===== src/rtl/ctrl_pipe_regs.sv =====
// ctrl_pipe_regs: generic N-stage control-bundle pipeline for the MIPS core.
// Each stage has its own stall, flush, valid bit and keep mask. Non-monotone
// stall patterns set a sticky error. The block also counts cycles in which the
// last stage holds a bubble, saturating at the top of the counter range.
module ctrl_pipe_regs #(
  parameter int unsigned            NSTAGES   = 3,
  parameter int unsigned            CW        = 8,
  parameter logic [NSTAGES*CW-1:0]  KEEP_MASK = {(NSTAGES*CW){1'b1}},
  parameter int unsigned            CNTW      = 16
) (
  input  logic                    clk,
  input  logic                    reset,
  input  logic [CW-1:0]           ctrl_d,
  input  logic                    valid_d,
  input  logic [NSTAGES-1:0]      stall,
  input  logic [NSTAGES-1:0]      flush,
  output logic                    accept_d,
  output logic [NSTAGES*CW-1:0]   ctrl_q,
  output logic [NSTAGES-1:0]      valid_q,
  output logic                    stall_err,
  output logic [CNTW-1:0]         bubble_cnt
);

  logic [NSTAGES-1:0][CW-1:0] stg_ctrl_q, stg_ctrl_d, src_ctrl;
  logic [NSTAGES-1:0]         stg_vld_q, stg_vld_d, src_vld, up_hold;
  logic                       stall_bad;
  logic                       err_q, err_d;
  logic [CNTW-1:0]            cnt_q, cnt_d;

  // Work out what each stage would load: the decoder for stage 0, the previous
  // register otherwise. Also flag stages whose upstream register is holding.
  always_comb begin
    // NOTE: every variable gets a default first, so no path leaves it
    // unassigned and no latch is inferred.
    src_ctrl    = '0;
    src_vld     = '0;
    up_hold     = '0;
    src_ctrl[0] = ctrl_d;
    src_vld[0]  = valid_d;
    for (int k = 1; k < int'(NSTAGES); k++) begin
      src_ctrl[k] = stg_ctrl_q[k-1];
      src_vld[k]  = stg_vld_q[k-1];
      up_hold[k]  = stall[k-1] & ~flush[k-1];
    end
  end

  // Per-stage next state. Flush beats stall, and stall beats load. A stage whose
  // upstream neighbour is holding takes a bubble, so the held entry is never
  // duplicated.
  always_comb begin
    stg_ctrl_d = stg_ctrl_q;
    stg_vld_d  = stg_vld_q;
    for (int k = 0; k < int'(NSTAGES); k++) begin
      if (flush[k]) begin
        stg_ctrl_d[k] = '0;
        stg_vld_d[k]  = 1'b0;
      end else if (stall[k]) begin
        stg_ctrl_d[k] = stg_ctrl_q[k];
        stg_vld_d[k]  = stg_vld_q[k];
      end else if (up_hold[k]) begin
        stg_ctrl_d[k] = '0;
        stg_vld_d[k]  = 1'b0;
      end else begin
        stg_ctrl_d[k] = src_ctrl[k] & KEEP_MASK[k*CW +: CW];
        stg_vld_d[k]  = src_vld[k];
      end
    end
  end

  // Detect a stalled stage sitting behind an unstalled upstream stage. The loop
  // body never runs when there is only one stage, so the error stays clear.
  always_comb begin
    stall_bad = 1'b0;
    for (int k = 1; k < int'(NSTAGES); k++) begin
      if (stall[k] && !stall[k-1]) stall_bad = 1'b1;
    end
    err_d = err_q | stall_bad;
  end

  // Bubble counter: count each edge where the last stage is empty, and stop at
  // all-ones instead of wrapping.
  always_comb begin
    cnt_d = cnt_q;
    if (!stg_vld_q[NSTAGES-1] && (cnt_q != {CNTW{1'b1}})) cnt_d = cnt_q + CNTW'(1);
  end

  // State registers. Reset is synchronous and overrides every other input.
  always_ff @(posedge clk) begin
    // NOTE: sequential state is updated with non-blocking assignments, so every
    // stage samples its pre-edge source and the pipeline shifts by one place.
    if (reset) begin
      // NOTE: this is a handful of flops, not a memory array, so clearing all
      // of them on reset keeps every output free of X after the first reset edge.
      stg_ctrl_q <= '0;
      stg_vld_q  <= '0;
      err_q      <= 1'b0;
      cnt_q      <= '0;
    end else begin
      stg_ctrl_q <= stg_ctrl_d;
      stg_vld_q  <= stg_vld_d;
      err_q      <= err_d;
      cnt_q      <= cnt_d;
    end
  end

  assign accept_d   = ~stall[0] & ~flush[0] & ~reset;
  assign ctrl_q     = stg_ctrl_q;
  assign valid_q    = stg_vld_q;
  assign stall_err  = err_q;
  assign bubble_cnt = cnt_q;

endmodule


===== config.mk =====
export PLATFORM = sky130hd
export DESIGN_NAME = ctrl_pipe_regs
export DESIGN_NICKNAME = d
export VERILOG_FILES = /design/src/rtl/ctrl_pipe_regs.sv
export SDC_FILE = /design/constraint.sdc
export NUM_CORES = 1
export LEC_CHECK = 0
export ABC_CLOCK_PERIOD_IN_PS = 4270
export BUFFER_PORTS_ARGS = -buffer_cell sky130_fd_sc_hd__buf_2
export CORE_ASPECT_RATIO = 1.75
export CORE_MARGIN = 2
export CORE_UTILIZATION = 51
export CTS_CLUSTER_DIAMETER = 60
export DETAILED_ROUTE_END_ITERATION = 10
export HOLD_SLACK_MARGIN = 0.02
export PLACE_DENSITY = 0.81
export SETUP_SLACK_MARGIN = 0.1
export SYNTH_ARGS = -nofsm -noshare
export SYNTH_HDL_FRONTEND = slang
export SYNTH_SLANG_ARGS = --single-unit
export TNS_END_PERCENT = 10

===== constraint.sdc =====
create_clock -name clk -period 4.27 [get_ports clk]
set_input_delay 0.427 -clock clk [delete_from_list [all_inputs] [get_ports clk]]
set_output_delay 0.427 -clock clk [all_outputs]
set_load 0.05 [all_outputs]

After elaboration in Yosys (flattened, before gate mapping)
Index checks and enable logic that the tools add are counted.
{"block": "classes", "add_sub_neg": 1, "n_eq_ne": 1, "muxes": 6, "bitwise": 9, "n_reduce_logical": 9}
{"op": "16-bit by 1-bit adder with 16-bit output (second input constant)", "n": 1}
{"op": "8-bit two-way mux", "n": 2}
{"op": "16-bit inequality test (second input constant)", "n": 1}
{"op": "2-bit OR reduction", "n": 3}
{"op": "1-bit bitwise AND", "n": 4}
{"op": "1-bit two-way mux", "n": 4}
{"op": "1-bit inverter", "n": 4}
{"op": "1-bit logical AND", "n": 3}
{"op": "1-bit zero test", "n": 3}
{"op": "1-bit bitwise OR", "n": 1}
{"block": "totals", "reg_bits": 44, "output_inout_bits": 45, "word_cells": 34}

Longest topological paths before layout
{"block": "depth", "ltp_word": 5, "depth_mapped": 5}

Worst setup path before layout
Ideal clock, no wire load.
{"block": "synth_timing", "path_type": "reg2reg", "start": "reg cnt_q[0], in the netlist bubble_cnt[0]", "end": "reg cnt_q[14], in the netlist bubble_cnt[14]", "arrival_ps": 2101, "t_required_ps": 4184, "slack_ps": 2083, "path_stages_with_launch": 6, "path_buffers": 0, "period_less_slack_ps": 2187, "path_cell_list": "dfxtp_1 > ha_1 > nand4_1 > nor3_1 > a41oi_1 > a211oi_1"}
{"block": "synth_between", "elab_chain_cells": 2, "word_cells_on_any_way": 3, "cone_classes": "add/sub (1); eq/ne (1); reduce/logical (1)"}
{"element": "start: declaration", "line": "28", "text": "logic [CNTW-1:0] cnt_q, cnt_d;"}
{"element": "start signal: assignment", "line": "102", "text": "cnt_q <= cnt_d;"}
{"element": "parallel branches: the longest is 2 deep, another holds 16-bit by 1-bit adder with 16-bit output"}
Parallel ways; which one is timed is not known.
A chain may end at the register's enable or synchronous reset.

Worst setup path in the final report
Same ends and word-level chain as after synthesis.

==> metrics.cfg <==
[floorplan]
rows=28
start_util=0.525
fp.dieW_um=48.5
die-area_sq_um=3960
coreArea_sq_um=3360
ios=62
die_h_um=81.8

[clock_network]
clock-sinks=44
cts_root_buf=clkbuf_8
ctsHoldBuffers=0
cts_max_level=2
post_cts_resized=0
cts_made_buffers=5
clkTransAtPathRegs_ps=90
cts_tree=built
cts_buffer_depth=2
cts_setup_buffers=0
worst_skew_pair.late_latency_ps=290

[finish]
num_antenna_cells=0
final_common_cell=buf_2
areaGrowthSynthToFinish_pct=24.3
drive_gt1_frac=0.300
final_cell_mix=61 x buf_2, 44 x dfxtp_1, 37 x nor2_1
fin_cells=292
finalNetCount=264

[min_path]
hp-start=ctrl_d[5]
hp-class=input port to register
hold_depth=3
worstHoldEndpoint=ctrl_q[5]

[synth]
ys_types=39
syn_area_sq_um=1760
yosys-top-cells-area=dfxtp_1 50%, nor2_1 7.9%, a22oi_1 7.7%
synth_top_area_cell=dfxtp_1
synth.net_count=203
yosysWarnings=0
avgSynthCellArea_sq_um=9.54
synthCells=185
yosysTopAreaCellShare=0.499
ys_ff_latch=44
synth_seq_area_share=0.499

[sta]
tns_ps=0
fin_skew_ps=10.6
slew_headroom=0.453
max_freq_mhz=476
finalSetupViolCount=0
period_share=0.492
post-route-min-period_ps=2100
grt_setup_unrepaired=no
worst_pin_slew_ps=814
hold_violations=0
drv_slew=0

[critical_path]
worstSetupEndpointType=register
r2r-start=bubble_cnt[0]
path_class=register to register
cp-startpoint=bubble_cnt[0]
rrSetupSlack_ps=2170
cp.required_ps=4480
reg2reg_to=bubble_cnt[14]
critPathArrivalTime_ps=2310
start_kind=register
crit_fanout=8
reg2reg_depth=5

[grt]
antenna_found_initial=0
grt.total_usage=0.218
grt_pass1_wl_mm=6.73
grt_overflow=0
grt_max_degree=18
grt_pass1_vias=1551

[detailed_routing]
drt_iter0_markers=22
vias=1664
drcViolationCount=0
via_per_inst=5.70
ant_nets=0
wl_per_cell_um=14.0
wirelength_mm=4.10
drtPass1Iterations=5

[place]
io_buffer_count=61
post-place-cells=284
gp_congestion=0.773
hpwl_mm=3.06

[run]
cap_violations=0

[run_status]
status=finished, final reports clean

[power_and_ir_drop]
ir_drop_mv=0.472
p_leak_nw=0.982
power_w=0.000805
powerDensity_nw_per_um2=367

-- flip-flops by register name (all words and copies together), names as in the netlist --
register,cells
bubble_cnt,16
ctrl_q,24
stall_err,1
valid_q,3
-- through the flow --
step	hold WS (ps)	instance area [sq um]	utilization	setup WS, ps
finish	364	2190	0.652	2170
global route	364	2190	0.652	1910
CTS	359	2190	0.652	2180
detailed placement	465	2090	0.620	2200
global placement	448	2090	0.620	2300
floorplan	571	1760	-	2080
-- critical path, cell delays in order (launching register included) --
cell and delay (ps):
dfxtp_1 410, ha_1 240, nand4_1 240, nor3_1 690
a41oi_1 200, a211oi_1 240
-- area by class of cell --
class	count	area (sq um)
fill	321	1170
sequential	44	881
multi-input combinational	129	825
timing repair buffer	61	305
clock buffer	6	72.6
tap	45	56.3
clock inverter	2	35.0
inverter	5	18.8
-- report_power, final --
group | internal [W] | switching, W | total, W
registers | 0.000417 | 0.00000591 | 0.000422
clock network | 0.000174 | 0.000138 | 0.000312
logic | 0.0000194 | 0.0000509 | 0.0000703
total | 0.000610 | 0.000195 | 0.000805
-- layer usage --
layer,part of all wire,up-vias,global-route usage
met5,0,-,0
met3,0.066,8,0.0636
met2,0.54,64,0.421
li1,-,818,-
met4,0.017,0,0.103
met1,0.38,774,0.213
-- logic make-up after synthesis --
family | count (synthesis) | synth area share
simple gates | 65 | 0.183
compound gates | 52 | 0.216
flops | 44 | 0.499
buf+inv | 12 | 0.0333
mux | 10 | 0.0567
xor+xnor | 1 | 0.00497
fa+ha+maj | 1 | 0.00709
-- worst max-delay path by stage --
| stage | end | slack [ps] | depth (start not counted) |
|---|---|---|---|
| after floorplan | bubble_cnt[14] | 2080 | 5 |
| after global placement | bubble_cnt[14] | 2300 | 5 |
| after detailed placement | bubble_cnt[14] | 2200 | 5 |
| after CTS | bubble_cnt[14] | 2180 | 5 |
| after global routing | bubble_cnt[14] | 1910 | 5 |
| final | bubble_cnt[14] | 2170 | 5 |
-- Yosys cell counts --
cell,number
or4_2,1
or3_1,3
dfxtp_1,44
a311oi_1,1
o31a_1,1
dlymetal6s2s_1,1
or4_1,2
nor4_1,1
nand3_4,1
buf_1,1
o31ai_1,3
or2_2,1
o211a_1,1
a31oi_1,2
ha_1,1
clkbuf_2,1
o21bai_1,1
o41ai_4,1
inv_1,5
a22oi_1,18
a21oi_1,13
or3_2,1
nand3_1,2
clkbuf_1,3
xor2_1,1
buf_4,1
o21ai_0,3
mux2i_1,10
nor2_1,37
and4_1,3
a41oi_1,1
nor3_1,3
o311a_1,1
nand2_1,5
nand4b_1,1
a211oi_1,3
o211ai_1,2
nand4_1,4
o311a_2,1
(Power assumes the default switching activity.)
